[src/rtl/load_store_unit_pkg.sv]
// Shared encodings and helpers for the load/store unit: access sizes, FSM states
// and the request-shape legality check.
package load_store_unit_pkg;

  typedef enum logic [1:0] {
    SZ_BYTE    = 2'b00,
    SZ_HALF    = 2'b01,
    SZ_WORD    = 2'b10,
    SZ_ILLEGAL = 2'b11
  } size_e;

  typedef enum logic [2:0] {
    ST_IDLE      = 3'd0,
    ST_READ      = 3'd1,
    ST_WRITE     = 3'd2,
    ST_RMW_READ  = 3'd3,
    ST_RMW_WRITE = 3'd4,
    ST_DONE      = 3'd5
  } state_e;

  // True when the size is illegal or the offset is not naturally aligned for it.
  function automatic logic is_bad_shape(input size_e size, input logic [1:0] offset);
    logic bad;
    case (size)
      SZ_BYTE: bad = 1'b0;
      SZ_HALF: bad = offset[0];
      SZ_WORD: bad = (offset != 2'b00);
      default: bad = 1'b1;
    endcase
    return bad;
  endfunction

endpackage

[src/rtl/load_store_unit_lane_align.sv]
// Little-endian lane steering: extracts/extends load data from a memory word and
// merges sub-word store data into an existing word.
module load_store_unit_lane_align
  import load_store_unit_pkg::*;
(
  input  logic [31:0] word,
  input  logic [1:0]  offset,
  input  size_e       size,
  input  logic        is_unsigned,
  input  logic [31:0] new_data,
  output logic [31:0] load_data,
  output logic [31:0] merged_word
);

  logic [4:0]  shamt_s;
  logic [31:0] shifted_s;
  logic        sign_s;

  assign shamt_s   = {offset, 3'b000};
  assign shifted_s = word >> shamt_s;

  // Load path: pick the lane and sign- or zero-extend it.
  always_comb begin
    load_data = 32'h0000_0000;
    sign_s    = 1'b0;
    case (size)
      SZ_BYTE: begin
        sign_s    = ~is_unsigned & shifted_s[7];
        load_data = {{24{sign_s}}, shifted_s[7:0]};
      end
      SZ_HALF: begin
        sign_s    = ~is_unsigned & shifted_s[15];
        load_data = {{16{sign_s}}, shifted_s[15:0]};
      end
      SZ_WORD: load_data = shifted_s;
      default: load_data = 32'h0000_0000;
    endcase
  end

  // Store path: replace only the target lane of the old word.
  always_comb begin
    merged_word = word;
    case (size)
      SZ_BYTE: merged_word = (word & ~(32'h0000_00FF << shamt_s))
                           | ((new_data & 32'h0000_00FF) << shamt_s);
      SZ_HALF: merged_word = (word & ~(32'h0000_FFFF << shamt_s))
                           | ((new_data & 32'h0000_FFFF) << shamt_s);
      SZ_WORD: merged_word = new_data;
      default: merged_word = word;
    endcase
  end

endmodule

[src/rtl/load_store_unit.sv]
// Load/store unit: accepts one byte/half/word request at a time, drives a
// word-addressed memory and does read-modify-write for sub-word stores.
module load_store_unit
  import load_store_unit_pkg::*;
#(
  parameter int MEM_WORDS = 32,
  parameter int ADDR_W    = 32
) (
  input  logic              clk,
  input  logic              reset,
  input  logic              req_valid,
  output logic              req_ready,
  input  logic              req_write,
  input  logic [1:0]        req_size,
  input  logic              req_unsigned,
  input  logic [ADDR_W-1:0] req_addr,
  input  logic [31:0]       req_wdata,
  output logic              resp_valid,
  output logic [31:0]       resp_rdata,
  output logic              resp_error,
  output logic [ADDR_W-1:0] mem_addr,
  output logic              mem_read,
  output logic              mem_write,
  output logic [31:0]       mem_wdata,
  input  logic [31:0]       mem_rdata
);

  localparam logic [ADDR_W-1:0] ADDR_LIMIT = ADDR_W'(MEM_WORDS * 4);

  state_e            state_r;
  size_e             size_r;
  size_e             req_size_s;
  logic              unsigned_r;
  logic [1:0]        offset_r;
  logic [31:0]       wdata_r;
  logic [ADDR_W-1:0] mem_addr_r;
  logic              mem_read_r;
  logic              mem_write_r;
  logic [31:0]       mem_wdata_r;
  logic              resp_valid_r;
  logic              resp_error_r;
  logic [31:0]       resp_rdata_r;
  logic              req_bad_s;
  logic [31:0]       load_data_s;
  logic [31:0]       merged_s;

  assign req_size_s = size_e'(req_size);

  // Classify the incoming request as bad before it is accepted.
  always_comb begin
    req_bad_s = 1'b0;
    if (req_addr >= ADDR_LIMIT) begin
      req_bad_s = 1'b1;
    end else begin
      req_bad_s = is_bad_shape(req_size_s, req_addr[1:0]);
    end
  end

  load_store_unit_lane_align u_lane_align (
    .word        (mem_rdata),
    .offset      (offset_r),
    .size        (size_r),
    .is_unsigned (unsigned_r),
    .new_data    (wdata_r),
    .load_data   (load_data_s),
    .merged_word (merged_s)
  );

  // Request FSM with registered strobes and response; strobes are set on entry
  // to the state that owns them so each lasts exactly one cycle.
  always_ff @(posedge clk or posedge reset) begin
    if (reset) begin
      state_r      <= ST_IDLE;
      size_r       <= SZ_BYTE;
      unsigned_r   <= 1'b0;
      offset_r     <= 2'b00;
      wdata_r      <= 32'h0000_0000;
      mem_addr_r   <= '0;
      mem_read_r   <= 1'b0;
      mem_write_r  <= 1'b0;
      mem_wdata_r  <= 32'h0000_0000;
      resp_valid_r <= 1'b0;
      resp_error_r <= 1'b0;
      resp_rdata_r <= 32'h0000_0000;
    end else begin
      mem_read_r   <= 1'b0;
      mem_write_r  <= 1'b0;
      resp_valid_r <= 1'b0;
      case (state_r)
        ST_IDLE: begin
          if (req_valid) begin
            size_r     <= req_size_s;
            unsigned_r <= req_unsigned;
            offset_r   <= req_addr[1:0];
            wdata_r    <= req_wdata;
            mem_addr_r <= {req_addr[ADDR_W-1:2], 2'b00};
            if (req_bad_s) begin
              state_r      <= ST_DONE;
              resp_valid_r <= 1'b1;
              resp_error_r <= 1'b1;
              resp_rdata_r <= 32'h0000_0000;
            end else if (!req_write) begin
              state_r    <= ST_READ;
              mem_read_r <= 1'b1;
            end else if (req_size_s == SZ_WORD) begin
              state_r     <= ST_WRITE;
              mem_write_r <= 1'b1;
              mem_wdata_r <= req_wdata;
            end else begin
              state_r    <= ST_RMW_READ;
              mem_read_r <= 1'b1;
            end
          end
        end
        ST_READ: begin
          state_r      <= ST_DONE;
          resp_valid_r <= 1'b1;
          resp_error_r <= 1'b0;
          resp_rdata_r <= load_data_s;
        end
        ST_WRITE: begin
          state_r      <= ST_DONE;
          resp_valid_r <= 1'b1;
          resp_error_r <= 1'b0;
          resp_rdata_r <= 32'h0000_0000;
        end
        ST_RMW_READ: begin
          state_r     <= ST_RMW_WRITE;
          mem_write_r <= 1'b1;
          mem_wdata_r <= merged_s;
        end
        ST_RMW_WRITE: begin
          state_r      <= ST_DONE;
          resp_valid_r <= 1'b1;
          resp_error_r <= 1'b0;
          resp_rdata_r <= 32'h0000_0000;
        end
        ST_DONE: begin
          state_r      <= ST_IDLE;
          resp_error_r <= 1'b0;
        end
        default: state_r <= ST_IDLE;
      endcase
    end
  end

  assign req_ready  = (state_r == ST_IDLE) && !reset;
  assign resp_valid = resp_valid_r;
  assign resp_error = resp_error_r;
  assign resp_rdata = resp_rdata_r;
  assign mem_addr   = mem_addr_r;
  assign mem_read   = mem_read_r;
  assign mem_write  = mem_write_r;
  assign mem_wdata  = mem_wdata_r;

endmodule

[config.mk]
export PLATFORM = sky130hd
export DESIGN_NAME = load_store_unit
export DESIGN_NICKNAME = d
export VERILOG_FILES = /design/src/rtl/load_store_unit_pkg.sv /design/src/rtl/load_store_unit_lane_align.sv /design/src/rtl/load_store_unit.sv
export SDC_FILE = /design/constraint.sdc
export NUM_CORES = 1
export LEC_CHECK = 0
export ABC_CLOCK_PERIOD_IN_PS = 4800
export CORE_MARGIN = 2
export CORE_UTILIZATION = 35
export CTS_CLUSTER_DIAMETER = 200
export DETAILED_ROUTE_END_ITERATION = 16
export GPL_ROUTABILITY_DRIVEN = 0
export SETUP_SLACK_MARGIN = 0.5
export SYNTH_ARGS = -nofsm -noshare
export SYNTH_HDL_FRONTEND = slang
export SYNTH_SLANG_ARGS = --single-unit
export TNS_END_PERCENT = 50
[constraint.sdc]
create_clock -name clk -period 4.8 [get_ports clk]
set_input_delay 0.48 -clock clk [delete_from_list [all_inputs] [get_ports clk]]
set_output_delay 0.48 -clock clk [all_outputs]
set_load 0.05 [all_outputs]
# After elaboration in Yosys (flattened, before gate mapping)
# Index checks and enable logic that the tools add are counted.
[classes]
order_cmp = 1
n_eq_ne = 14
shifts = 5
mux = 33
n_bitwise = 9
n_reduce_logical = 16
[ops]
columns = ["operator", "count"]
rows = [
  ["one-hot mux 32 bit (3 select lines)", 3],
  ["two-way mux 32 bit", 6],
  ["bitwise AND 32 bit", 2],
  ["NOT 32 bit", 2],
  ["OR 32 bit", 2],
  ["one-hot mux 32 bit (2 select lines)", 1],
  [">= comparator 32 x 8 -> 1 bit (second input constant)", 1],
  ["left shift 16 x 5 -> 32 bit", 1],
  ["left shift 16 x 5 -> 32 bit (first input constant)", 1],
  ["left shift 8 x 5 -> 32 bit", 1],
  ["left shift 8 x 5 -> 32 bit (first input constant)", 1],
  ["right shift 32 x 5 -> 32 bit", 1],
  ["two-way mux 1 bit", 15],
  ["!= test 2 bit (second input constant)", 5],
  ["one-hot mux 3 bit (3 select lines)", 1],
  ["equality test 3 x 2 -> 1 bit (second input constant)", 2],
  ["equality test 3 bit (second input constant)", 2],
  ["two-way mux 3 bit", 2],
  ["one-hot mux 1 bit (2 select lines)", 3],
  ["AND reduction 3 bit", 2],
  ["nonzero test 2 bit", 3],
  ["AND reduction 5 bit", 1],
  ["equality test 2 x 1 -> 1 bit (second input constant)", 2],
  ["equality test 2 bit (second input constant)", 2],
  ["14 further kinds", 16],
]
[totals]
reg_bits = 138
in_bits = 103
out_inout_bits = 101
elab_cells = 90

# Longest topological paths before layout
# Gate-level depths: netlist of run 1.
[logic_depth]
depth_word = 6
mapped_depth = 9
depth_no_buf = 7

# By module
# A second synthesis of run 1 with hierarchy kept.
[unflattened]
hier_cells = 906
hier_area_um2 = 7866.3
[modules_own_cells]
columns = ["mod", "instances", "cells_each", "area_each_um2", "seq_area_each_um2"]
rows = [
  ["load_store_unit", 1, 644, 5906.9, 3453.3],
  ["load_store_unit_lane_align", 1, 262, 1959.4, 0.0],
]

# Least setup slack after synthesis of run 1
# No wires, ideal clock.
[synth_timing]
kind = "reg2out"
start = "reg state_r[2]"
end = "out req_ready"
arrival_time_ps = 2053
required_time_ps = 4320
path_slack_ps = 2267
stages_incl_launch_ff = 3
path_buffers = 1
cell_sequence = "dfrtp_1 buf_2 nor4_1"
[synth_between]
elab_chain_len = 2
[synth_rtl]
columns = ["item", "line_no", "source"]
rows = [
  ["start, declared", "load_store_unit.sv:30", "state_e state_r;"],
  ["start signal, assigned", "load_store_unit.sv:73", "state_r <= ST_IDLE;"],
  ["start signal, assigned", "load_store_unit.sv:98", "state_r <= ST_DONE;"],
  ["start signal, assigned", "load_store_unit.sv:103", "state_r <= ST_READ;"],
  ["logical NOT 3 bit", "load_store_unit.sv:147", "assign req_ready = (state_r == ST_IDLE) && !reset;"],
  ["logical AND 1 bit", "load_store_unit.sv:147", ""],
  ["end, declared", "load_store_unit.sv:12", "output logic req_ready,"],
]
# No other way between the ends.

# Final worst setup path of run 1
[layout_timing]
start = "reg offset_r[0]"
end = "reg mem_wdata_r[19], in the netlist mem_wdata[19]"
[layout_between]
elab_chain_len = 6
word_cells_on_any_way = 12
cone_classes = "shift (4); mux (2); bitwise (6)"
[layout_rtl]
columns = ["item", "line_no", "source"]
rows = [
  ["start, declared", "load_store_unit.sv:34", "logic [1:0] offset_r;"],
  ["start signal, assigned", "load_store_unit.sv:94", "offset_r <= req_addr[1:0];"],
  ["left shift 16 x 5 -> 32 bit / left shift 8 x 5 -> 32 bit (equally long branches)", "load_store_unit_lane_align.sv:46, load_store_unit_lane_align.sv:44", ""],
  ["NOT 32 bit, on equally long branches", "load_store_unit_lane_align.sv:46, load_store_unit_lane_align.sv:44", ""],
  ["bitwise AND 32 bit, on equally long branches", "load_store_unit_lane_align.sv:46, load_store_unit_lane_align.sv:44", ""],
  ["OR 32 bit, on equally long branches", "load_store_unit_lane_align.sv:47, load_store_unit_lane_align.sv:45", ""],
  ["one-hot mux 32 bit (3 select lines) *", "load_store_unit_lane_align.sv:43", "case (size)"],
  ["one-hot mux 32 bit (2 select lines) *", "load_store_unit.sv:89", "case (state_r)"],
  ["end signal, assigned", "load_store_unit.sv:108", "mem_wdata_r <= req_wdata;"],
  ["end signal, assigned", "load_store_unit.sv:130", "mem_wdata_r <= merged_s;"],
  ["end, declared", "load_store_unit.sv:39", "logic [31:0] mem_wdata_r;"],
]
# Mark *: on every way between the ends. The rest lies on a longest branch, timed or not.
# A chain may end at the register's enable or synchronous reset.

==> results of run 1 <==
[worst max path at each step]
stage | from | to | slack, ps | cells past startpoint
2_1_floorplan | reset | mem_addr[10] | 620 | 1
3_3_place_gp | req_addr[26] | resp_rdata[25] | 1700 | 6
3_5_place_dp | req_addr[26] | resp_rdata[28] | 1700 | 6
4_1_cts | req_addr[26] | resp_rdata[12] | 2130 | 6
5_1_grt | req_size[0] | mem_wdata[0] | 1980 | 7
6_report | offset_r[0] | mem_wdata[19] | 2180 | 8
[power by group through the flow]
stage	clock (W)	combinational [W]	sequential, W
finish	0.00133	0.00323	0.00184
global route	0.00141	0.00348	0.00188
CTS	0.00136	0.00324	0.00183
detailed placement	0	0.00323	0.00184
global placement	0	0.00320	0.00184
floorplan	0	0.00148	0.00258
[area by class of cell]
| type | count | area share [%] |
|---|---|---|
| Multi-Input combinational cell | 591 | 35.5 |
| Sequential cell | 138 | 34.0 |
| Timing Repair Buffer | 212 | 20.6 |
| Clock buffer | 18 | 4.33 |
| Tap cell | 275 | 3.39 |
| Clock inverter | 13 | 1.50 |
| Inverter | 17 | 0.678 |
[Yosys cell counts, types with 3 or more instances]
cell,instances,area [um2]
a211o_1,7,61.3
a211oi_1,9,67.6
a21o_1,9,67.6
a21oi_1,93,465
a221oi_1,21,184
a22o_1,10,87.6
buf_2,17,85.1
buf_4,8,60.1
buf_6,3,33.8
clkbuf_1,33,124
dfrtp_1,138,3450
ha_1,4,50.1
inv_1,17,63.8
mux2_1,3,33.8
mux2_2,10,113
mux2_4,22,330
mux2i_1,38,380
nand2_1,232,871
nand3_1,3,15.0
nand3b_1,9,67.6
nor2_1,30,113
nor2b_1,3,18.8
nor4_1,4,25.0
o21ai_0,23,115
o2bb2ai_1,24,210
[through the flow]
stage | setup WS [ps] | area (um2) | total power [W]
detailed placement | 1700 | 9560 | 0.00507
floorplan | 624 | 7420 | 0.00406
finish | 2180 | 10200 | 0.00640
global placement | 1700 | 9560 | 0.00504
CTS | 2130 | 10200 | 0.00643
global route | 1980 | 10200 | 0.00678
[worst max-delay path, stage by stage (launching register included)]
cell and delay, ps:
dfrtp_1 320, buf_4 460, inv_1 230, ha_1 330, inv_1 130, a221oi_1 280
o21ai_0 230, a22o_1 240, mux2_4 260
[kinds of logic after synthesis]
group	after synthesis
simple gates	305
compound gates	206
flops	138
buf+inv	80
mux	73
fa+ha+maj	4
other cells	1
xor+xnor	1
[per-layer routing]
layer / track usage (%) / wire [um] / vias up
li1: - / - / 3144
met1: 29.2 / 10500 / 3155
met2: 33.7 / 11000 / 271
met3: 7.68 / 2110 / 33
met4: 6.71 / 472 / 0
met5: 0 / 0 / -
[registers in the layout (all words and copies together) (netlist names)]
signal / flops
mem_wdata: 32
resp_valid: 1
resp_rdata: 32
state_r: 3
mem_addr: 30
offset_r: 2
mem_read: 1
wdata_r: 32
size_r: 2
resp_error: 1
mem_write: 1
unsigned_r: 1
[cell usage in the layout (no fill, tap or decap), drive strengths merged, types with 4 or more instances in the layout]
cell type | synthesis | final
dfrtp | 138 | 138
a21oi | 94 | 94
inv | 17 | 17
mux2 | 35 | 35
nand3b | 9 | 9
a22o | 10 | 10
a221oi | 21 | 21
buf | 30 | 11
o2bb2ai | 24 | 24
a211o | 7 | 7
mux2i | 38 | 38
nand2 | 232 | 232
a211oi | 9 | 9
nor4 | 7 | 7
clkbuf | 33 | 18
ha | 4 | 4
clkdlybuf4s50 | 0 | 201
clkinv | 0 | 8
nor2 | 31 | 31
nor3 | 5 | 5
o21ai | 23 | 23
a21o | 9 | 9
==> results.sh, run 1 <==
export IMPL_antenna_cells=0
export IMPL_viasPerCell=5.22
export IMPL_syn_inst=808
export IMPL_setup_tns_ps=0
export IMPL_yosys_area_share_xor_xnor_pct=0.118
export IMPL_die_area_mm2=0.0224
export IMPL_crit_fanout=47
export IMPL_hpwlAfterDp_um=17200
export IMPL_ios=204
export IMPL_wl_um=24200
export IMPL_grt_pass1_wl_um=37500
export IMPL_fill_cells=1987
export IMPL_rsz0062_at_grt="false"
export IMPL_grt_max_degree=71
export IMPL_leakage_nw=4.70
export IMPL_ys_warnings_count=0
export IMPL_ys_types=52
export IMPL_end_kind="register"
export IMPL_finalNonFillerCells=1264
export IMPL_cts_tree="built"
export IMPL_synth_mux_area_share_pct=11.6
export IMPL_synth_edff_count=0
export IMPL_syn_area_mm2=0.00741
export IMPL_regToRegStartpoint="offset_r[0]"
export IMPL_max_freq_mhz=381
export IMPL_utilization_pct=48.6
export IMPL_cts_sinks=138
export IMPL_synth_compound_area_share_pct=18.2
export IMPL_start_util_pct=35.5
export IMPL_synth_area_per_cell_um2=9.17
export IMPL_seq_area_mm2=0.00345
export IMPL_worstMarginPinSlew_ps=1160
export IMPL_skew_ps=9.16
export IMPL_rows=53
export IMPL_internal_power_w=0.00344
export IMPL_nets=1084
export IMPL_slew_headroom_pct=22.2
export IMPL_vias=6603
export IMPL_post_route_cells_drive_above_1_share_pct=9.10
export IMPL_vdd_ir_drop_worst_mv=0.331
export IMPL_setup_violations=0
export IMPL_holdWs_ps=474
export IMPL_dp_cells=1233
export IMPL_grt_pass1_vias=6625
export IMPL_hold_start="wdata_r[31]"
export IMPL_post_route_period_util_pct=54.6
export IMPL_coreArea_mm2=0.0209
export IMPL_clockBufferDepth=2
export IMPL_hold_class="reg2reg"
export IMPL_h_tree_depth=4
export IMPL_synth_async_reset_ratio_pct=100
export IMPL_cts_buffers=17
export IMPL_power_density_mw_per_mm2=631
export IMPL_area_delta_synth_final_pct=37.0
export IMPL_p_sw_share_pct=46.2
export IMPL_grt_antenna_before_repair=0
export IMPL_hold_violations=0
export IMPL_multiInputGateArea_mm2=0.00360
export IMPL_grt_remaining_overflow=0
export IMPL_synth_adder_area_share_pct=0.675
export IMPL_slew_violations=0
export IMPL_min_path_cells=2
export IMPL_synth_ff_type="dfrtp_1"
export IMPL_hold_buffers=0
export IMPL_r2r_end="mem_wdata[19]"
export IMPL_synth_top_family_by_area="compound AO/OA/AOI/OAI gates"
export IMPL_insertion_delay_ps=430
export IMPL_ys_ff_latch=138
export IMPL_first_pass_iters=7
export IMPL_r2r_cells=8
export IMPL_ant_nets=0
export IMPL_cts_resized=0
export IMPL_r2r_slack_ps=2180
export IMPL_synth_simple_area_share_pct=17.8
export IMPL_worstSetupPathType="reg2reg"
export IMPL_fin_crit_ps=2620
export IMPL_critPathLaunchType="register"
export IMPL_clock_power_share_pct=20.8
export IMPL_status="finished clean"
export IMPL_synth_seq_area_share_pct=46.6
export IMPL_grt_usage_pct=22.0
export IMPL_wl_per_cell_um=19.1
export IMPL_cap_violations=0
export IMPL_comb_power_share_pct=50.5
export IMPL_drcViolationCount=0
export IMPL_holdPathEnd="wdata_r[31]"
export IMPL_path_clk_slew_ps=60
export IMPL_cts_setup_buffers=0
export IMPL_fp_dieH_um=150
export IMPL_worstPathArrival_ps=2930
export IMPL_p_seq_share_pct=28.7
export IMPL_netSwitchingPower_w=0.00296
export IMPL_cts_root_buffer="clkbuf_16"
export IMPL_die_w_um=150
export IMPL_critical_path_required_ps=5110
export IMPL_portBuffers=201
export IMPL_drtIter0Drc=480
(Power assumes the default switching activity.)
==> inputs of run 2 (changes only) <==
- ABC_CLOCK_PERIOD_IN_PS: 4800 -> 2200
- clock period: 4.8 -> 2.2 ns (I/O delays scaled with it)
==> results.sh, run 2 (synthesis results as in run 1) <==
export IMPL_setup_tns_ps=0
export IMPL_finalPower_w=0.0154
export IMPL_min_path_cells=3
export IMPL_vdd_ir_drop_worst_mv=0.859
export IMPL_h_tree_depth=4
export IMPL_fin_crit_ps=1860
export IMPL_fill_cells=1872
export IMPL_finish_instance_area_mm2=0.0114
export IMPL_hold_buffers=0
export IMPL_coreArea_mm2=0.0209
export IMPL_grt_pass1_vias=6930
export IMPL_vias=7025
export IMPL_worstMarginPinSlew_ps=755
export IMPL_critical_path_required_ps=2520
export IMPL_fp_dieH_um=150
export IMPL_grt_remaining_overflow=0
export IMPL_hold_start="req_addr[14]"
export IMPL_hold_violations=0
export IMPL_hold_class="in2reg"
export IMPL_status="finished clean"
export IMPL_first_pass_iters=5
export IMPL_critPathLaunchType="register"
export IMPL_worstSetupPathType="reg2reg"
export IMPL_wl_per_cell_um=20.1
export IMPL_slew_violations=0
export IMPL_grt_usage_pct=23.9
export IMPL_start_util_pct=35.5
export IMPL_post_route_cells_drive_above_1_share_pct=22.3
export IMPL_holdPathEnd="mem_addr[14]"
export IMPL_worstPathArrival_ps=2180
export IMPL_post_route_period_util_pct=84.4
export IMPL_final_cell_mix="nand2_1, dfrtp_1, clkdlybuf4s50_1"
export IMPL_ios=204
export IMPL_ant_nets=0
export IMPL_clockBufferDepth=2
export IMPL_cts_sinks=138
export IMPL_comb_power_share_pct=55.0
export IMPL_leakage_nw=5.88
export IMPL_max_freq_mhz=538
export IMPL_holdWs_ps=54.2
export IMPL_grt_antenna_before_repair=0
export IMPL_portBuffers=201
export IMPL_postPlaceCellArea_mm2=0.00985
export IMPL_insertion_delay_ps=430
export IMPL_drcViolationCount=0
export IMPL_area_delta_synth_final_pct=54.2
export IMPL_grt_max_degree=67
export IMPL_crit_fanout=8
export IMPL_end_kind="register"
export IMPL_skew_ps=8.73
export IMPL_p_sw_share_pct=47.0
export IMPL_die_w_um=150
export IMPL_cts_tree="built"
export IMPL_power_density_mw_per_mm2=1350
export IMPL_rows=53
export IMPL_netSwitchingPower_w=0.00723
export IMPL_viasPerCell=5.31
export IMPL_wl_um=26600
export IMPL_clock_power_share_pct=18.5
export IMPL_rsz0062_at_grt="true"
export IMPL_cts_buffers=17
export IMPL_regToRegStartpoint="offset_r[0]"
export IMPL_cap_violations=0
export IMPL_utilization_pct=54.7
export IMPL_die_area_mm2=0.0224
export IMPL_setup_violations=0
export IMPL_internal_power_w=0.00816
export IMPL_path_clk_slew_ps=60
export IMPL_final_common_cell="nand2_1"
export IMPL_cts_root_buffer="clkbuf_16"
export IMPL_r2r_cells=7
export IMPL_r2r_slack_ps=340
export IMPL_drtIter0Drc=583
export IMPL_nets=1141
export IMPL_slew_headroom_pct=49.6
export IMPL_p_seq_share_pct=26.5
export IMPL_r2r_end="resp_rdata[25]"
export IMPL_hpwlAfterDp_um=17800
export IMPL_grt_pass1_wl_um=40400
## run 2: how the worst max path moves through the flow
stage	slack, ps	startpoint	to	depth (start not counted)
floorplan	220	offset_r[1]	mem_wdata[16]	8
global placement	-60	req_addr[26]	mem_wdata[30]	7
detailed placement	-90	req_addr[21]	mem_wdata[12]	7
CTS	360	offset_r[0]	mem_wdata[24]	7
global route	300	offset_r[0]	resp_rdata[27]	7
finish	340	offset_r[0]	resp_rdata[25]	7
## run 2: through the flow
step                      setup slack (ps)  std cells
after floorplan                        215        809
after global placement               -60.4       1256
after detailed placement             -90.1       1256
after CTS                              355       1315
after global routing                   305       1322
final                                  343       1323
## run 2: what timing repair did
| item | 4_1_cts | 5_1_grt |
|---|---|---|
| gates resized for setup | 176 | 76 |
| pin swaps | 33 | 36 |
| setup buffers | 20 | 5 |
| gates cloned | 7 | 2 |
| setup endpoints to repair | 225 | 129 |
## run 2: power groups by stage
stage          registers, W  clock network (W)  logic (W)
2_1_floorplan       0.00562                  0    0.00324
3_3_place_gp        0.00403                  0    0.00720
3_5_place_dp        0.00405                  0    0.00724
4_1_cts             0.00405            0.00290    0.00793
5_1_grt             0.00418            0.00302    0.00899
6_report            0.00408            0.00285    0.00846
## run 2: cell type report
cell class	count	area (um2)	share of cell area, %
multi-input combinational	591	4060	35.5
sequential	138	3460	30.3
timing repair buffer	269	2920	25.5
clock buffer	18	429	3.75
tap	275	344	3.01
clock inverter	14	150	1.31
inverter	17	70.1	0.613
antenna	1	2.50	0.0219
## run 2: routing by layer
layer	wire length, um	GRT usage (%)	vias up	share of wire (%)
li1	-	-	3262	-
met1	11500	33.0	3379	43
met2	12200	36.8	339	46
met3	2350	6.25	45	8.8
met4	486	7.24	0	1.8
met5	0	0	-	0
## run 2: critical path, cell delays in order (launching register included)
cell     delay, ps
dfrtp_1        420
buf_6          160
mux2_4         310
or3_4          340
nand4_1        120
buf_6          150
a21oi_1         70
a21o_1         170
==> inputs of run 3 (changes only) <==
- ABC_CLOCK_PERIOD_IN_PS: 2200 -> 1500
- clock period: 2.2 -> 1.5 ns (I/O delays scaled with it)
==> results.sh, run 3 (synthesis results as in run 1) <==
export IMPL_status="complete, but fails checks"
export IMPL_failed_checks="setup timing"
export IMPL_min_path_cells=3
export IMPL_worstPathCellList="buf_6, mux2_4, or3_4, nand4_1, buf_6, a21oi_4, a21o_1"
export IMPL_clock_power_share_pct=17.3
export IMPL_wl_um=30500
export IMPL_coreArea_mm2=0.0209
export IMPL_ios=204
export IMPL_worstSetupPathType="reg2reg"
export IMPL_grt_usage_pct=26.7
export IMPL_p_sw_share_pct=45.0
export IMPL_h_tree_depth=4
export IMPL_fill_cells=1598
export IMPL_grt_remaining_overflow=0
export IMPL_slew_violations=0
export IMPL_start_util_pct=35.5
export IMPL_area_delta_synth_final_pct=86.4
export IMPL_hold_class="in2reg"
export IMPL_skew_ps=16.5
export IMPL_wl_per_cell_um=21.3
export IMPL_fin_crit_ps=1850
export IMPL_path_clk_slew_ps=70
export IMPL_setup_violations=137
export IMPL_worstPathArrival_ps=2170
export IMPL_fp_dieH_um=150
export IMPL_multiInputGateArea_mm2=0.00491
export IMPL_die_area_mm2=0.0224
export IMPL_rsz0062_at_grt="true"
export IMPL_grt_pass1_vias=7728
export IMPL_vias=7706
export IMPL_cts_tree="built"
export IMPL_postPlaceCellArea_mm2=0.0103
export IMPL_max_freq_mhz=540
export IMPL_hold_buffers=0
export IMPL_cap_violations=0
export IMPL_first_pass_iters=5
export IMPL_internal_power_w=0.0153
export IMPL_comb_power_share_pct=60.0
export IMPL_ant_nets=0
export IMPL_worst_slack_ps=-352
export IMPL_critPathLaunchType="register"
export IMPL_die_w_um=150
export IMPL_cts_buffers=17
export IMPL_grt_pass1_wl_um=45000
export IMPL_crit_slowest_cell="dfrtp_1"
export IMPL_critical_path_required_ps=1820
export IMPL_seq_area_mm2=0.00346
export IMPL_nets=1250
export IMPL_clockBufferDepth=2
export IMPL_cts_root_buffer="clkbuf_16"
export IMPL_post_route_cells_drive_above_1_share_pct=51.9
export IMPL_final_common_cell="dfrtp_1"
export IMPL_viasPerCell=5.38
export IMPL_drtIter0Drc=611
export IMPL_final_cell_mix="dfrtp_1, buf_6, nand2_1"
export IMPL_leakage_nw=6.56
export IMPL_power_density_mw_per_mm2=2020
export IMPL_crit_fanout=8
export IMPL_p_seq_share_pct=22.7
export IMPL_rows=53
export IMPL_portBuffers=201
export IMPL_finish_instance_area_mm2=0.0138
export IMPL_drcViolationCount=0
export IMPL_post_route_period_util_pct=123
export IMPL_hpwlAfterDp_um=18400
export IMPL_grt_antenna_before_repair=2
export IMPL_utilization_pct=66.2
export IMPL_insertion_delay_ps=440
export IMPL_r2r_cells=7
export IMPL_crit_top_cell="buf_6"
export IMPL_cpPeakStageDelay_ps=420
export IMPL_vdd_ir_drop_worst_mv=1.12
export IMPL_hold_violations=0
export IMPL_cts_sinks=138
export IMPL_end_kind="register"
export IMPL_grt_max_degree=70
export IMPL_netSwitchingPower_w=0.0126
## run 3: repair_timing
action                     CTS  global route
resized for setup          292           207
pin swaps                  106            85
gates cloned                20             3
setup buffers               33            11
setup endpoints to repair  237           237
## run 3: worst paths after layout
kind,end,slack [ps],startpoint
setup / recovery,resp_rdata[27],-350,offset_r[0]
hold / removal,mem_addr[14],80,req_addr[14]
setup reg to reg,resp_rdata[27],-350,offset_r[0]
hold reg to reg,wdata_r[21],480,wdata_r[21]
max in group asynchronous,mem_wdata[3],810,reset
min in group asynchronous,resp_error,280,reset
## run 3: layout make-up
class | count | area share [%]
Timing Repair Buffer | 378 | 31.6
Clock inverter | 15 | 1.71
Multi-Input combinational cell | 591 | 35.5
Sequential cell | 138 | 25.0
Antenna cell | 2 | 0.0362
Clock buffer | 17 | 3.08
Tap cell | 275 | 2.49
Inverter | 17 | 0.552
## run 3: layer usage
metal	routed length, um	up-vias	global-route usage, %
met5	0	-	0
met4	1000	0	8.71
met3	2430	65	7.71
met2	14600	364	43.0
met1	12500	3776	34.5
li1	-	3501	-
## run 3: power groups by stage
stage | Sequential, W | Combinational [W] | Clock (W)
2_1_floorplan | 0.00826 | 0.00490 | 0
4_1_cts | 0.00610 | 0.0147 | 0.00489
3_3_place_gp | 0.00592 | 0.0111 | 0
5_1_grt | 0.00643 | 0.0175 | 0.00506
3_5_place_dp | 0.00591 | 0.0112 | 0
6_report | 0.00632 | 0.0167 | 0.00482
## run 3: per-stage QoR
| stage | setup slack (ps) | setup TNS [ps] | hold WS [ps] | std cells | total power [W] |
|---|---|---|---|---|---|
| after floorplan | -371 | -66400 | 255 | 809 | 0.0132 |
| after global placement | -668 | -56300 | 458 | 1332 | 0.0171 |
| after detailed placement | -687 | -57990 | 461 | 1332 | 0.0172 |
| after CTS | -309 | -19350 | 73.3 | 1417 | 0.0256 |
| after global routing | -432 | -40000 | 97.7 | 1432 | 0.0290 |
| final | -352 | -30980 | 84.1 | 1433 | 0.0279 |
## run 3: worst max-delay path: cells and delay by family, from the launching register on
| family | cells | cell delay [ps] |
|---|---|---|
| DFF | 1 | 420 |
| AOI/OAI and AO/OA | 2 | 220 |
| muxes | 1 | 310 |
| buffers and inverters | 2 | 320 |
| and+or+nand+nor | 2 | 480 |
